File: config.mk
export PLATFORM = sky130hd
export DESIGN_NAME = seq_left_shifter
export DESIGN_NICKNAME = d
export VERILOG_FILES = /design/src/rtl/alu_pkg.sv /design/src/rtl/left_shift_step.sv /design/src/rtl/seq_left_shifter.sv
export SDC_FILE = /design/constraint.sdc
export NUM_CORES = 1
export LEC_CHECK = 0
export ABC_AREA = 1
export CORE_MARGIN = 4
export CORE_UTILIZATION = 45
export CTS_CLUSTER_SIZE = 16
export DETAILED_ROUTE_END_ITERATION = 16
export PLACE_DENSITY = 0.83
export SETUP_SLACK_MARGIN = 0.02
export SLEW_MARGIN = 10
export SYNTH_ARGS = -nofsm -noshare
export SYNTH_HDL_FRONTEND = slang
export SYNTH_SLANG_ARGS = --single-unit
File: constraint.sdc
create_clock -name clk -period 2.4 [get_ports clk]
set_clock_uncertainty 0.15 [all_clocks]
set_input_delay 0.48 -clock clk [delete_from_list [all_inputs] [get_ports clk]]
set_output_delay 0.48 -clock clk [all_outputs]
set_load 0.02 [all_outputs]
File: src/rtl/alu_pkg.sv
// Shared ALU definitions: datapath widths and the sequential shifter state type.
package alu_pkg;

  localparam int ALU_WIDTH = 8;
  localparam int ALU_AMT_W = 3;

  typedef enum logic [1:0] {
    IDLE  = 2'd0,
    SHIFT = 2'd1,
    DONE  = 2'd2
  } shift_state_t;

endpackage : alu_pkg

File: src/rtl/left_shift_step.sv
// Combinational single-bit left shift: moves every bit up one place and inserts
// fill at bit 0. It also reports the bit that leaves the MSB and whether the sign flips.
module left_shift_step #(
  parameter int WIDTH = 8
) (
  input  logic [WIDTH-1:0] in,
  input  logic             fill,
  output logic [WIDTH-1:0] out,
  output logic             msb_out,
  output logic             ovf_step
);

  assign out      = {in[WIDTH-2:0], fill};
  assign msb_out  = in[WIDTH-1];
  // The new sign is the old bit WIDTH-2, so the sign changes when the top two bits differ.
  assign ovf_step = in[WIDTH-1] ^ in[WIDTH-2];

endmodule : left_shift_step

File: src/rtl/seq_left_shifter.sv
// Multi-cycle left shifter that moves one bit per clock and uses a start/busy/done handshake.
// Define SEQ_SHIFT_ROTATE_EN to add the rotate input, which selects rotate-left.
module seq_left_shifter
  import alu_pkg::*;
#(
  parameter int WIDTH = ALU_WIDTH,
  parameter int AMT_W = ALU_AMT_W
) (
  input  logic             clk,
  input  logic             rst_n,
  input  logic             start,
  input  logic [WIDTH-1:0] in,
  input  logic [AMT_W-1:0] amt,
`ifdef SEQ_SHIFT_ROTATE_EN
  input  logic             rotate,
`endif
  output logic             busy,
  output logic             done,
  output logic [WIDTH-1:0] out,
  output logic             carry,
  output logic             overflow
);

  shift_state_t     state_q, state_d;
  logic [WIDTH-1:0] out_q, out_d;
  logic [AMT_W-1:0] cnt_q, cnt_d;
  logic             carry_q, carry_d;
  logic             ovf_q, ovf_d;
  logic             rot_q, rot_d;

  logic [WIDTH-1:0] step_out;
  logic             step_msb;
  logic             step_ovf;
  logic             fill;

`ifdef SEQ_SHIFT_ROTATE_EN
  assign fill = rot_q & out_q[WIDTH-1];
`else
  assign fill = 1'b0;
`endif

  left_shift_step #(.WIDTH(WIDTH)) u_step (
    .in       (out_q),
    .fill     (fill),
    .out      (step_out),
    .msb_out  (step_msb),
    .ovf_step (step_ovf)
  );

  always_comb begin
    // NOTE: every signal gets a default first, so no path leaves it unassigned and no latch is inferred.
    state_d = state_q;
    out_d   = out_q;
    cnt_d   = cnt_q;
    carry_d = carry_q;
    ovf_d   = ovf_q;
    rot_d   = rot_q;

    unique case (state_q)
      IDLE: begin
        if (start) begin
          out_d   = in;
          cnt_d   = amt;
          carry_d = 1'b0;
          ovf_d   = 1'b0;
`ifdef SEQ_SHIFT_ROTATE_EN
          rot_d   = rotate;
`else
          rot_d   = 1'b0;
`endif
          state_d = (amt != '0) ? SHIFT : DONE;
        end
      end
      SHIFT: begin
        out_d   = step_out;
        carry_d = step_msb;
        ovf_d   = ovf_q | (step_ovf & ~rot_q);
        cnt_d   = cnt_q - AMT_W'(1);
        // Leaving at cnt==1 means the down-counter can never wrap.
        if (cnt_q == AMT_W'(1)) state_d = DONE;
      end
      DONE:    state_d = IDLE;
      default: state_d = IDLE;
    endcase
  end

  // NOTE: non-blocking assignments keep every register update tied to the same clock edge.
  always_ff @(posedge clk or negedge rst_n) begin
    if (!rst_n) begin
      state_q <= IDLE;
      out_q   <= '0;
      cnt_q   <= '0;
      carry_q <= 1'b0;
      ovf_q   <= 1'b0;
      rot_q   <= 1'b0;
    end else begin
      state_q <= state_d;
      out_q   <= out_d;
      cnt_q   <= cnt_d;
      carry_q <= carry_d;
      ovf_q   <= ovf_d;
      rot_q   <= rot_d;
    end
  end

  assign busy     = (state_q != IDLE);
  assign done     = (state_q == DONE);
  assign out      = out_q;
  assign carry    = carry_q;
  assign overflow = ovf_q;

endmodule : seq_left_shifter

; Word-level counts from Yosys, hierarchy flattened
; Index checks and enable logic that the tools add are counted.
[word_totals]
elab_cells = 30
reg_bits = 15
[classes]
bitwise_logic = 2
mux = 11
n_addsub = 1
eq_ne = 5
reduce_logical = 6
[ops]
columns = op, n
row1 = 8-bit one-hot mux with 2 select lines, 1
row2 = 8-bit 2-to-1 mux, 1
row3 = 2-bit 2-to-1 mux, 3
row4 = 3-bit one-hot mux with 2 select lines, 1
row5 = 2-bit != test (second input constant), 2
row6 = 1-bit one-hot mux with 2 select lines, 2
row7 = 2-bit one-hot mux with 2 select lines, 1
row8 = 2-bit AND reduction, 2
row9 = 2-bit nonzero test, 2
row10 = 3-bit by 1-bit == test with 1-bit output (second input constant), 1
row11 = 3-bit 2-to-1 mux, 1
row12 = 3-bit nonzero test, 1
row13 = 3-bit by 1-bit subtractor with 3-bit output (second input constant), 1
row14 = 2-bit by 1-bit == test with 1-bit output (second input constant), 1
row15 = 2-bit == test (second input constant), 1
row16 = 2-bit zero test, 1
row17 = 1-bit 2-to-1 mux, 1
row18 = 1-bit OR, 1
row19 = 1-bit XOR, 1

; Depth between registers and ports, before layout
[depth]
depth_word = 4
ltp_mapped = 7

; Hierarchy
; A second synthesis with hierarchy kept.
[hier_totals]
cells_unflattened = 133
hier_area_um2 = 930.9
[by_module_without_submodules]
columns = module, n_inst, cells_per_inst, seq_area_each_um2, area_each_um2
row1 = seq_left_shifter, 1, 119, 375.4, 844.6
row2 = left_shift_step, 1, 14, 0.0, 86.3

; Worst setup path after synthesis
; OpenSTA, ideal clock, no wires.
[synth_timing]
path_type = reg-to-output
start = reg state_q[1]
end = out done
arrival_ps = 876
path_stages_with_launch = 4
required_time_ps = 1770
slack_ps = 894
path_buffers = 1
cell_sequence = dfrtp_1 > inv_2 > buf_2 > nor2_1
[synth_via]
elab_chain_cells = 1
[synth_lines]
columns = element, line
row1 = "start, declared", seq_left_shifter.sv:24  ; shift_state_t state_q, state_d;
row2 = "start signal, assigned", seq_left_shifter.sv:97  ; state_q <= state_d;
row3 = 2-bit == test, seq_left_shifter.sv:107  ; assign done = (state_q == DONE);
row4 = "end, declared", seq_left_shifter.sv:18  ; output logic done,
; No other way between the ends.

; Final worst setup path
[layout_timing]
start = reg state_q[0]
end = out busy
[layout_via]
elab_chain_cells = 1
[layout_lines]
columns = element, line
row1 = 2-bit nonzero test, seq_left_shifter.sv:106  ; assign busy = (state_q != IDLE);
row2 = "end, declared", seq_left_shifter.sv:17  ; output logic busy,
; No other way between the ends.

==> reports/qor.csv <==
stage;metric;value;unit
synthesis;count of cell types in the netlist;15;
clock_network;clock root buffer;clkbuf_4;
synthesis;Yosys top cell by area;dfrtp_1;
sta;slew margin rel.;54.8;%
sta;worst-margin pin slew;0.676;ns
die;chip height;51.3;um
die;starting density of the core;48.2;%
critical_path;crit start category;flop;
layout;area delta synth->final;31.2;%
die;Core Rows;15;
synthesis;Synth Instances;120;
die;DIE WIDTH;51.3;um
die;# IOs;26;
detailed_routing;post-DR vias/cell;4.87;
global_route;vias in the first global route;761;
sta;Max Slew Vio Count;0;
detailed_routing;vias post-DR;818;
layout;Design Area, Final;1100;um^2
layout;share of cells above drive strength 1;7.69;%
synthesis;syn nets;136;
synthesis;Area contributors post-synth;dfrtp_1 (45%), nand2_1 (27%), nand3_1 (8.3%);
placed_design;pre-CTS setup slack;0.396;ns
layout;Antenna Cells;0;
detailed_routing;final wirelength;2020;um
die;area of the core;1750;um^2
critical_path;type of the worst setup path;reg2out;
worst_hold_path;Hold Crit Class;reg2reg;
power_and_ir_drop;PwrDens;1320;nW/um^2
synthesis;asr flop ratio synth;100;%
sta;final period utilization;92.0;%
global_route;Total GRT Usage;16.9;%
sta;RSZ-0062 raised after global routing;no;
placed_design;gpl congestion;0.781;
clock_network;clock sink count;15;
critical_path;Crit. End Element;output port;
placed_design;Final HPWL DP;1450;um
sta;Setup WS post-layout;0.191;ns
synthesis;Syn. warnings;0;
die;die footprint;2630;um^2
sta;Tmin final;2.21;ns
synthesis;Mapped Area;842;um^2
synthesis;FF+latch count, synth;15;
placed_design;port buffer count;25;
clock_network;post-CTS setup buffer count;0;
run;Max-Cap Viols;0;
sta;final setup violation count;0;
detailed_routing;drt wl/cell;12.0;um
global_route;antenna violations before repair;0;
synthesis;Synth top area share;44.6;%
synthesis;Seq/Total Area, Yosys;44.6;%
clock_network;clk buf depth;2;
synthesis;EDFF count, synth;0;
placed_design;Placement Cell Area;1080;um^2
clock_network;CTS H-tree depth;1;
sta;Final Hold Vio Count;0;
critical_path;Worst EP arrival;1.58;ns
synthesis;syn_area_per_cell;7.02;um^2
detailed_routing;antenna viol nets, final;0;
detailed_routing;# DRC;0;
synthesis;most frequent cell after synthesis;nand2_1;
global_route;first-pass GRT wire length;3340;um
outcome;status;complete, no violations;
critical_path;Worst EP required;1.77;ns
detailed_routing;first drt pass iteration count;4;
detailed_routing;DRT iter0 DRCs;14;
sta;TNS Setup;0;ns
layout;Layout Nets;160;
sta;Fmax achieved;0.453;GHz
synthesis;primary flip-flop cell chosen by synthesis mapping;dfrtp_1;
power_and_ir_drop;peak supply drop;0.731;mV
clock_network;Worst-path clk slew;0.10;ns
critical_path;CP max FO;13;
global_route;largest net degree at the start of global routing;16;
power_and_ir_drop;leak pwr;0.588;nW
synthesis;Synth top cells by count;nand2_1 (61), dfrtp_1 (15), nand3_1 (14), inv_1 (7), nor2_1 (5);
clock_network;CTS Buf Count;3;
clock_network;CTS tree;yes;
global_route;GRT overflow;0;
clock_network;hold-fix buffer count after cts;0;
clock_network;later-pin clock latency in the skew report;0.29;ns
==> path summary, 6_finish.rpt <==
path                       cells after the start          to  slack [ns]  startpoint
setup / recovery                               3        busy        0.19  state_q[0]
hold / removal                                 2    cnt_q[1]        0.34    cnt_q[1]
setup reg to reg                               6    cnt_q[0]        0.73  state_q[1]
hold reg to reg                                2    cnt_q[1]        0.34    cnt_q[1]
max in group asynchronous                      1  state_q[0]        1.19       rst_n
min in group asynchronous                      1    cnt_q[2]        0.44       rst_n
==> registers in the layout, summed over array words and instances (netlist names) <==
register  cells
out           8
state_q       2
carry         1
cnt_q         3
overflow      1
==> critical path, cell delays in order (launching register included) <==
cell and delay [ns]:
dfrtp_2 0.52, inv_2 0.09, nand2_1 0.07, clkdlybuf4s50_1 0.60
==> placed cells by master (no fill, tap or decap), types with 2 or more instances in the layout <==
master,count
nand2_1,61
clkdlybuf4s50_1,25
nand3_1,14
dfrtp_1,14
inv_1,7
nor2_1,5
inv_2,3
clkbuf_4,3
nand2_2,2
o21ai_1,2
ha_1,2
==> stage by stage <==
step	hold WS, ns	power [mW]	cells	utilization (%)
after floorplan	0.0344	1.05	120	-
after global placement	0.309	1.28	164	61.6
after detailed placement	0.317	1.31	164	61.6
after CTS	0.339	1.46	168	63.2
after global routing	0.365	1.58	168	63.3
final	0.342	1.46	168	63.3
==> metal layers <==
metal | vias to the layer above | share of wire (%) | wire length, um | global-route usage [%]
li1 | 412 | - | - | -
met1 | 377 | 43 | 863 | 20.0
met2 | 27 | 50 | 1010 | 28.3
met3 | 2 | 6.4 | 130 | 6.71
met4 | 0 | 0.84 | 17 | 4.80
met5 | - | 0 | 0 | 0
==> cell type report <==
cell class | count | area, um^2
clock buffers | 3 | 22.5
inverters | 10 | 37.5
multi-input cells | 89 | 382
clock inverters | 1 | 5.00
fillers | 166 | 641
well taps | 25 | 31.3
flip-flops and latches | 15 | 377
repair buffers | 25 | 250
==> timing repair <==
item	4_1_cts	5_1_grt
resized for setup	0	1
hold endpoints to repair	0	0
endpoints found under the setup margin	0	1
==> kinds of logic (layout without fill, tap and decap cells) <==
logic type,Yosys count,count (layout),synth area share (%)
buf+inv,16,39,10.1
flops,15,15,44.6
compound gates,3,3,1.78
simple gates,84,84,40.6
fa+ha+maj,2,2,2.97
==> power by group <==
group,switching [mW],internal (mW)
registers,0.128,0.374
logic,0.479,0.332
clock network,0.0855,0.0620
total,0.692,0.767
Note: power is estimated with default switching activity, not from simulation.
